`src/rtl/reg_wb_pkg.sv`:
```
// Shared constants and state encoding for the register-file writeback arbiter.
package reg_wb_pkg;

    localparam int unsigned REG_ADDR_WIDTH = 5;
    localparam int unsigned REG_DATA_WIDTH = 32;
    localparam int unsigned REG_DEPTH      = 32;

    typedef logic [0:0] wb_state_t;

    localparam wb_state_t INIT = 1'b0;
    localparam wb_state_t RUN  = 1'b1;

endpackage

```
`src/rtl/rr_arbiter2.sv`:
```
// Two-way round-robin arbiter; the tie-break pointer moves only when a grant is taken.
module rr_arbiter2 (
    input  logic       clk,
    input  logic       rst_n,
    input  logic [1:0] req,
    input  logic       advance,
    output logic [1:0] gnt
);

    // Set when port 1 should win the next tie.
    logic favour1_q;

    always_comb begin
        gnt = req;
        if (req == 2'b11) begin
            gnt = favour1_q ? 2'b10 : 2'b01;
        end
    end

    always_ff @(posedge clk or negedge rst_n) begin
        if (!rst_n) begin
            favour1_q <= 1'b0;
        end else if (advance && (gnt != 2'b00)) begin
            favour1_q <= gnt[0];
        end
    end

endmodule

```
`src/rtl/reg_wb_arbiter.sv`:
```
// Register-file writeback arbiter: clears every register after reset, then merges the ALU and
// load writeback ports into one registered write port with round-robin fairness.
module reg_wb_arbiter
    import reg_wb_pkg::*;
#(
    parameter int unsigned reg_addr_width = REG_ADDR_WIDTH,
    parameter int unsigned reg_data_width = REG_DATA_WIDTH,
    parameter int unsigned reg_depth      = REG_DEPTH
) (
    input  logic                      clk,
    input  logic                      rst_n,
    input  logic                      req0_valid,
    input  logic [reg_addr_width-1:0] req0_addr,
    input  logic [reg_data_width-1:0] req0_data,
    output logic                      req0_ready,
    input  logic                      req1_valid,
    input  logic [reg_addr_width-1:0] req1_addr,
    input  logic [reg_data_width-1:0] req1_data,
    output logic                      req1_ready,
    output logic [reg_addr_width-1:0] wr_addr,
    output logic [reg_data_width-1:0] wr_data,
    output logic                      write_back_en,
    output logic                      init_done
);

    // One extra count value marks the cycle after the last clear write.
    localparam int unsigned cnt_width = $clog2(reg_depth + 1);

    wb_state_t                 state_q;
    logic [cnt_width-1:0]      count_q;
    logic                      init_done_q;
    logic                      wbe_q;
    logic [reg_addr_width-1:0] wr_addr_q;
    logic [reg_data_width-1:0] wr_data_q;

    logic                      run;
    logic [1:0]                req;
    logic [1:0]                gnt;
    logic                      handshake;
    logic [reg_addr_width-1:0] sel_addr;
    logic [reg_data_width-1:0] sel_data;
    logic                      sel_writes;

    assign run = (state_q == RUN);
    assign req = {req1_valid, req0_valid} & {2{run}};

    rr_arbiter2 u_arb (
        .clk     (clk),
        .rst_n   (rst_n),
        .req     (req),
        .advance (run),
        .gnt     (gnt)
    );

    assign req0_ready = gnt[0];
    assign req1_ready = gnt[1];

    always_comb begin
        handshake  = |gnt;
        sel_addr   = gnt[1] ? req1_addr : req0_addr;
        sel_data   = gnt[1] ? req1_data : req0_data;
        // x0 is hardwired to zero: accept the write but never strobe it.
        sel_writes = handshake && (sel_addr != '0);
    end

    always_ff @(posedge clk or negedge rst_n) begin
        if (!rst_n) begin
            state_q     <= INIT;
            count_q     <= '0;
            init_done_q <= 1'b0;
            wbe_q       <= 1'b0;
            wr_addr_q   <= '0;
            wr_data_q   <= '0;
        end else begin
            case (state_q)
                INIT: begin
                    if (count_q == cnt_width'(reg_depth)) begin
                        state_q     <= RUN;
                        init_done_q <= 1'b1;
                        wbe_q       <= 1'b0;
                    end else begin
                        wbe_q     <= 1'b1;
                        wr_addr_q <= reg_addr_width'(count_q);
                        wr_data_q <= '0;
                        count_q   <= count_q + cnt_width'(1);
                    end
                end
                default: begin
                    wbe_q <= sel_writes;
                    if (sel_writes) begin
                        wr_addr_q <= sel_addr;
                        wr_data_q <= sel_data;
                    end
                end
            endcase
        end
    end

    assign write_back_en = wbe_q;
    assign wr_addr       = wr_addr_q;
    assign wr_data       = wr_data_q;
    assign init_done     = init_done_q;

    // Requesters must hold their request stable until it is accepted.
    req0_hold_stable: assert property (@(posedge clk) disable iff (!rst_n)
        (req0_valid && !req0_ready) |=>
            (req0_valid && $stable(req0_addr) && $stable(req0_data)));

    req1_hold_stable: assert property (@(posedge clk) disable iff (!rst_n)
        (req1_valid && !req1_ready) |=>
            (req1_valid && $stable(req1_addr) && $stable(req1_data)));

endmodule

```
`config.mk`:
```
export PLATFORM = sky130hd
export DESIGN_NAME = reg_wb_arbiter
export DESIGN_NICKNAME = d
export VERILOG_FILES = /design/src/rtl/reg_wb_pkg.sv /design/src/rtl/rr_arbiter2.sv /design/src/rtl/reg_wb_arbiter.sv
export SDC_FILE = /design/constraint.sdc
export NUM_CORES = 1
export LEC_CHECK = 0
export BUFFER_PORTS_ARGS = -buffer_cell sky130_fd_sc_hd__buf_2
export CAP_MARGIN = 20
export CORE_MARGIN = 8
export CORE_UTILIZATION = 40
export DETAILED_ROUTE_END_ITERATION = 12
export GPL_TIMING_DRIVEN = 1
export PLACE_DENSITY_LB_ADDON = 0.12
export SLEW_MARGIN = 20
export SYNTH_ARGS = -nofsm -noshare
export SYNTH_HDL_FRONTEND = slang
export SYNTH_SLANG_ARGS = --single-unit
export TNS_END_PERCENT = 1
```
`constraint.sdc`:
```
create_clock -name clk -period 3.4 [get_ports clk]
set_input_delay 0.68 -clock clk [delete_from_list [all_inputs] [get_ports clk]]
set_output_delay 0.68 -clock clk [all_outputs]
set_load 0.005 [all_outputs]
```
; Word level (Yosys, flattened, before mapping)
; Index checks and enable logic that the tools add are counted.
[word_totals]
ff_bits = 47
inputBits = 78
output_inout_bits = 41
elab_cells = 37
[op_classes]
n_addsub = 1
n_eq_ne = 4
n_mux = 14
bitwise_logic = 3
reduce_logical = 8
[ops]
columns = cell, n
row1 = 32-bit 2-to-1 mux, 4
row2 = 5-bit 2-to-1 mux, 4
row3 = "6-bit by 1-bit adder with 6-bit output, second input constant", 1
row4 = "6-bit == test, second input constant", 1
row5 = 2-bit AND reduction, 3
row6 = 5-bit nonzero test, 1
row7 = 1-bit 2-to-1 mux, 4
row8 = 2-bit 2-to-1 mux, 2
row9 = 2-bit bitwise AND, 1
row10 = "2-bit == test, second input constant", 1
row11 = 1-bit logical AND, 2
row12 = "2-bit by 1-bit != test with 1-bit output, second input constant", 1
row13 = "2-bit != test, second input constant", 1
row14 = 1-bit NOT, 2
row15 = 2-bit nonzero test, 1
row16 = 2-bit OR reduction, 1

; Longest topological paths before layout
[logic_depth]
depth_word = 8
ltp_mapped = 10
ltp_nobuf = 8

; Hierarchy
; From an unflattened synthesis, not the netlist that was laid out.
[hier_totals]
cells_unflattened = 220
area_unflattened_um2 = 2459.9
[modules_own_cells]
columns = module, n_inst, cells_per_inst, area_each_um2, seq_area_each_um2
row1 = reg_wb_arbiter, 1, 214, 2404.8, 1151.1
row2 = rr_arbiter2, 1, 6, 55.1, 25.0

; Worst setup path before layout
; Ideal clock, no wire load.
[synth_timing]
path_kind = input-to-output
startpoint = in req1_valid
endpoint = out req1_ready
arrival_ps = 1404
t_required_ps = 2720
setup_slack_ps = 1316
stages = 5
path_buffers = 3
cell_sequence = buf_2 -> nand3_2 -> inv_1 -> buf_2 -> buf_2
[synth_via]
elab_chain_len = 3
[synth_rtl]
columns = item, line_no
row1 = from (decl), reg_wb_arbiter.sv:16  ; input logic req1_valid,
row2 = 2-bit bitwise AND (*), reg_wb_arbiter.sv:45  ; assign req = {req1_valid, req0_valid} & {2{run}};
row3 = 2-bit == test, rr_arbiter2.sv:15  ; if (req == 2'b11) begin
row4 = 2-bit 2-to-1 mux (*), rr_arbiter2.sv:15
row5 = to (decl), reg_wb_arbiter.sv:19  ; output logic req1_ready,
; Mark *: on every way between the ends. The rest lies on a longest branch, timed or not.

; Worst setup path in the final report
[layout_timing]
startpoint = reg u_arb.favour1_q
endpoint = out req1_ready
[layout_via]
elab_chain_len = 2
[layout_rtl]
columns = item, line_no
row1 = from (decl), rr_arbiter2.sv:11  ; logic favour1_q;
row2 = from (signal assigned), rr_arbiter2.sv:24  ; favour1_q <= gnt[0];
row3 = 2-bit 2-to-1 mux, rr_arbiter2.sv:16  ; gnt = favour1_q ? 2'b10 : 2'b01;
row4 = 2-bit 2-to-1 mux, rr_arbiter2.sv:15
; Every way passes these cells.

==> flow_summary_export.csv <==
group,metric,value,unit
sta,maxSlewHeadroom,39.9,%
grt,antenna_found_initial,0,
placement,gpl.final_weighted_congestion,0.804,
floorplan,core-area,0.00599,sq mm
sta,fmax,0.383,GHz
cts,numCtsBuffers,5,
drt,viasPerCell,5.31,
floorplan,die_h,95.0,um
worst_setup_path,path_max_fanout,38,
worst_setup_path,crit_required,2.72,ns
cts,cts_tree,"done",
layout,ff_latch_area,0.00118,sq mm
grt,grt_pass1_wl,11.9,mm
synth,syn_nets,360,
drt,routedWlPerCell,16.2,um
layout,antennaDiodeCount,0,
worst_setup_path,crit_arrival,1.93,ns
layout,fill_cells,574,
worst_setup_path,crit_type,"register to output pin",
drt,finalWirelength,7.54,mm
grt,grtUsageTotal,16.3,%
drt,routed-via-count,2473,
floorplan,initial_core_util,41.6,%
layout,final_nets,471,
power,p_leak,1.52,nW
power,p_int,0.957,mW
synth,postSynthAreaPerCell,8.91,sq um
synth,ys_seq_elements,47,
synth,synth.most_common_cell,"dfrtp_1",
synth,postSynth.asyncResetShare,100,%
floorplan,fp.dieW,95.0,um
power,pwr-share-seq,49.4,%
sta,clock_skew,0.00792,ns
sta,setup_viol,0,
placement,portBuffers,118,
synth,netlist_area,0.00249,sq mm
floorplan,rows,28,
power,p_sw_share,29.9,%
sta,fin_crit_sh,76.7,%
floorplan,io_pins,119,
synth,syn-instance-count,280,
power,power_frac_clock,25.2,%
run_status,outcome,"finished, final reports clean",
synth,synth-seq-area-share,47.1,%
power,p_per_area,427,mW/mm^2
cts,htree_levels,2,
synth,synthTopCellsByCount,"dfrtp_1 (47), nand2_1 (44), nor2_1 (38)",
placement,place_area,0.00311,sq mm
grt,grt_pass1_vias,2433,
run,drv_cap,0,
layout,area_growth,28.2,%
cts,cts_setup_buffers,0,
cts,cts_sinks,47,
synth,synth_edf_count,0,
drt,dr.pass1.iters,4,
worst_setup_path,start_kind,"register",
worst_setup_path,worstSetupEndpointType,"output pin",
layout,multi_input_area,0.00116,sq mm
synth,synth.area.top_cells,"dfrtp_1 (47%), a31oi_1 (7.3%), nand3_1 (6.8%)",
drt,drc_errors,0,
synth,ys.flop_type,"dfrtp_1",
hold_path,hold_class,"input pin to async pin",
layout,drive_gt1_share,36.6,%
cts,clkTransAtPathRegs,0.09,ns
synth,synth_top_area_share,47.1,%
worst_setup_path,reg2reg_setup_slack,1.05,ns
grt,grt.overflow.total,0,
sta,worstMarginPinSlew,0.897,ns
cts,ctsHoldBuffers,0,
floorplan,dieArea,0.00902,sq mm
cts,cts_buffer_depth,2,
power,combPwrFrac,25.4,%
sta,finalSetupTns,0,ns
placement,post-dp-hpwl,5.68,mm
cts,cts_root_buffer,"clkbuf_8",
sta,slew_violations,0,
synth,synth_area_leader_cell,"dfrtp_1",
sta,hold_violations,0,
cts,ctsResizeCount,0,
synth,ys_warn_count,0,
cts,clk_latency,0.29,ns
drt,ant_nets,0,
power,peakVddDrop,0.000178,V
synth,synth.distinct_cells,37,
sta,rsz0062_at_grt,"no",
layout,final_area,0.00320,sq mm
grt,grt_max_degree,39,
power,power_switching,0.409,mW
sta,period_needed,2.61,ns
drt,drt_iter0_markers,98,
[critical path, stage by stage, from the launching register on]
cell and delay, ns:
dfrtp_1 0.43, nand2b_4 0.20, nand3_2 0.11, buf_4 0.37, inv_1 0.30, buf_2 0.21
[registers in the layout, summed over array words and instances (netlist names)]
name / count
write_back_en: 1
u_arb.favour1_q: 1
wr_data: 32
init_done: 1
run: 1
wr_addr: 5
count_q: 6
[kinds of logic after synthesis]
kind of cell               synth area share [%]
AOI/OAI and AO/OA                          18.7
xor gates and xnor gates                   1.76
adders and majority gates                  1.00
DFF                                        47.1
buffers and inverters                      6.57
and+or+nand+nor                            24.8
[metal layers]
metal | vias up | GRT usage [%] | routed length (um)
li1 | 1224 | - | -
met1 | 1145 | 21.1 | 3280
met2 | 98 | 26.7 | 3500
met3 | 6 | 4.60 | 700
met4 | 0 | 3.38 | 53
met5 | - | 0 | 0
[final cells by class]
class	count	area share (%)
Sequential cell	47	36.8
Timing Repair Buffer	125	20.1
Clock buffer	6	2.58
Multi-Input combinational cell	203	36.4
Tap cell	75	2.93
Clock inverter	1	0.156
Inverter	9	1.06
[through the flow]
step / std cells / setup WS (ns) / hold slack, ns / utilization, % / power [mW]
floorplan: 280 / 1.32 / 0.384 / - / 0.865
finish: 466 / 0.792 / 0.434 / 53.4 / 1.37
CTS: 466 / 0.800 / 0.472 / 53.4 / 1.38
global placement: 459 / 0.775 / 0.462 / 51.9 / 1.03
global route: 466 / 0.658 / 0.486 / 53.4 / 1.45
detailed placement: 459 / 0.759 / 0.462 / 51.9 / 1.04
[worst paths after layout]
check,from,endpoint,cells after the start
worst min register to register,count_q[2],count_q[2],1
max in group asynchronous,rst_n,wr_data[12],2
min in group clk,count_q[2],count_q[2],1
worst min-delay path,rst_n,wr_data[9],1
worst max register to register,u_arb.favour1_q,wr_addr[1],7
worst max-delay path,u_arb.favour1_q,req1_ready,5
[power groups by stage]
stage          clock network, mW  logic [mW]  registers, mW
2_1_floorplan                  0       0.174          0.691
3_3_place_gp                   0       0.349          0.685
3_5_place_dp                   0       0.354          0.686
4_1_cts                    0.349       0.355          0.675
5_1_grt                    0.374       0.389          0.684
6_report                   0.344       0.347          0.675
[placed cells by master (no fill, tap or decap)]
cell,Yosys,layout
buf_2,5,118
a2bb2oi_1,2,2
a21boi_0,3,3
and4_4,1,1
o211ai_4,0,1
nand2b_4,1,1
o22ai_1,4,4
clkbuf_8,0,6
a2111oi_0,1,1
buf_4,0,7
a31oi_1,29,29
nand2_1,44,44
o311ai_4,1,1
inv_1,9,9
a31oi_2,3,3
or3_1,3,3
a32oi_1,5,5
nand3_2,1,1
o211ai_1,1,1
a21boi_2,1,1
nor2_1,38,38
o21ai_0,2,2
dfrtp_1,47,47
clkinv_2,0,1
a21oi_1,1,1
or3_4,1,1
a211oi_1,1,1
or4_1,1,1
nor2_4,1,1
nor3_1,4,4
nor4_1,6,6
nand3_1,34,34
ha_1,2,2
a41oi_1,3,3
a21o_1,2,2
xor2_1,1,1
o22a_1,1,1
xnor2_1,4,4
Power figures use the tool's default switching activity.
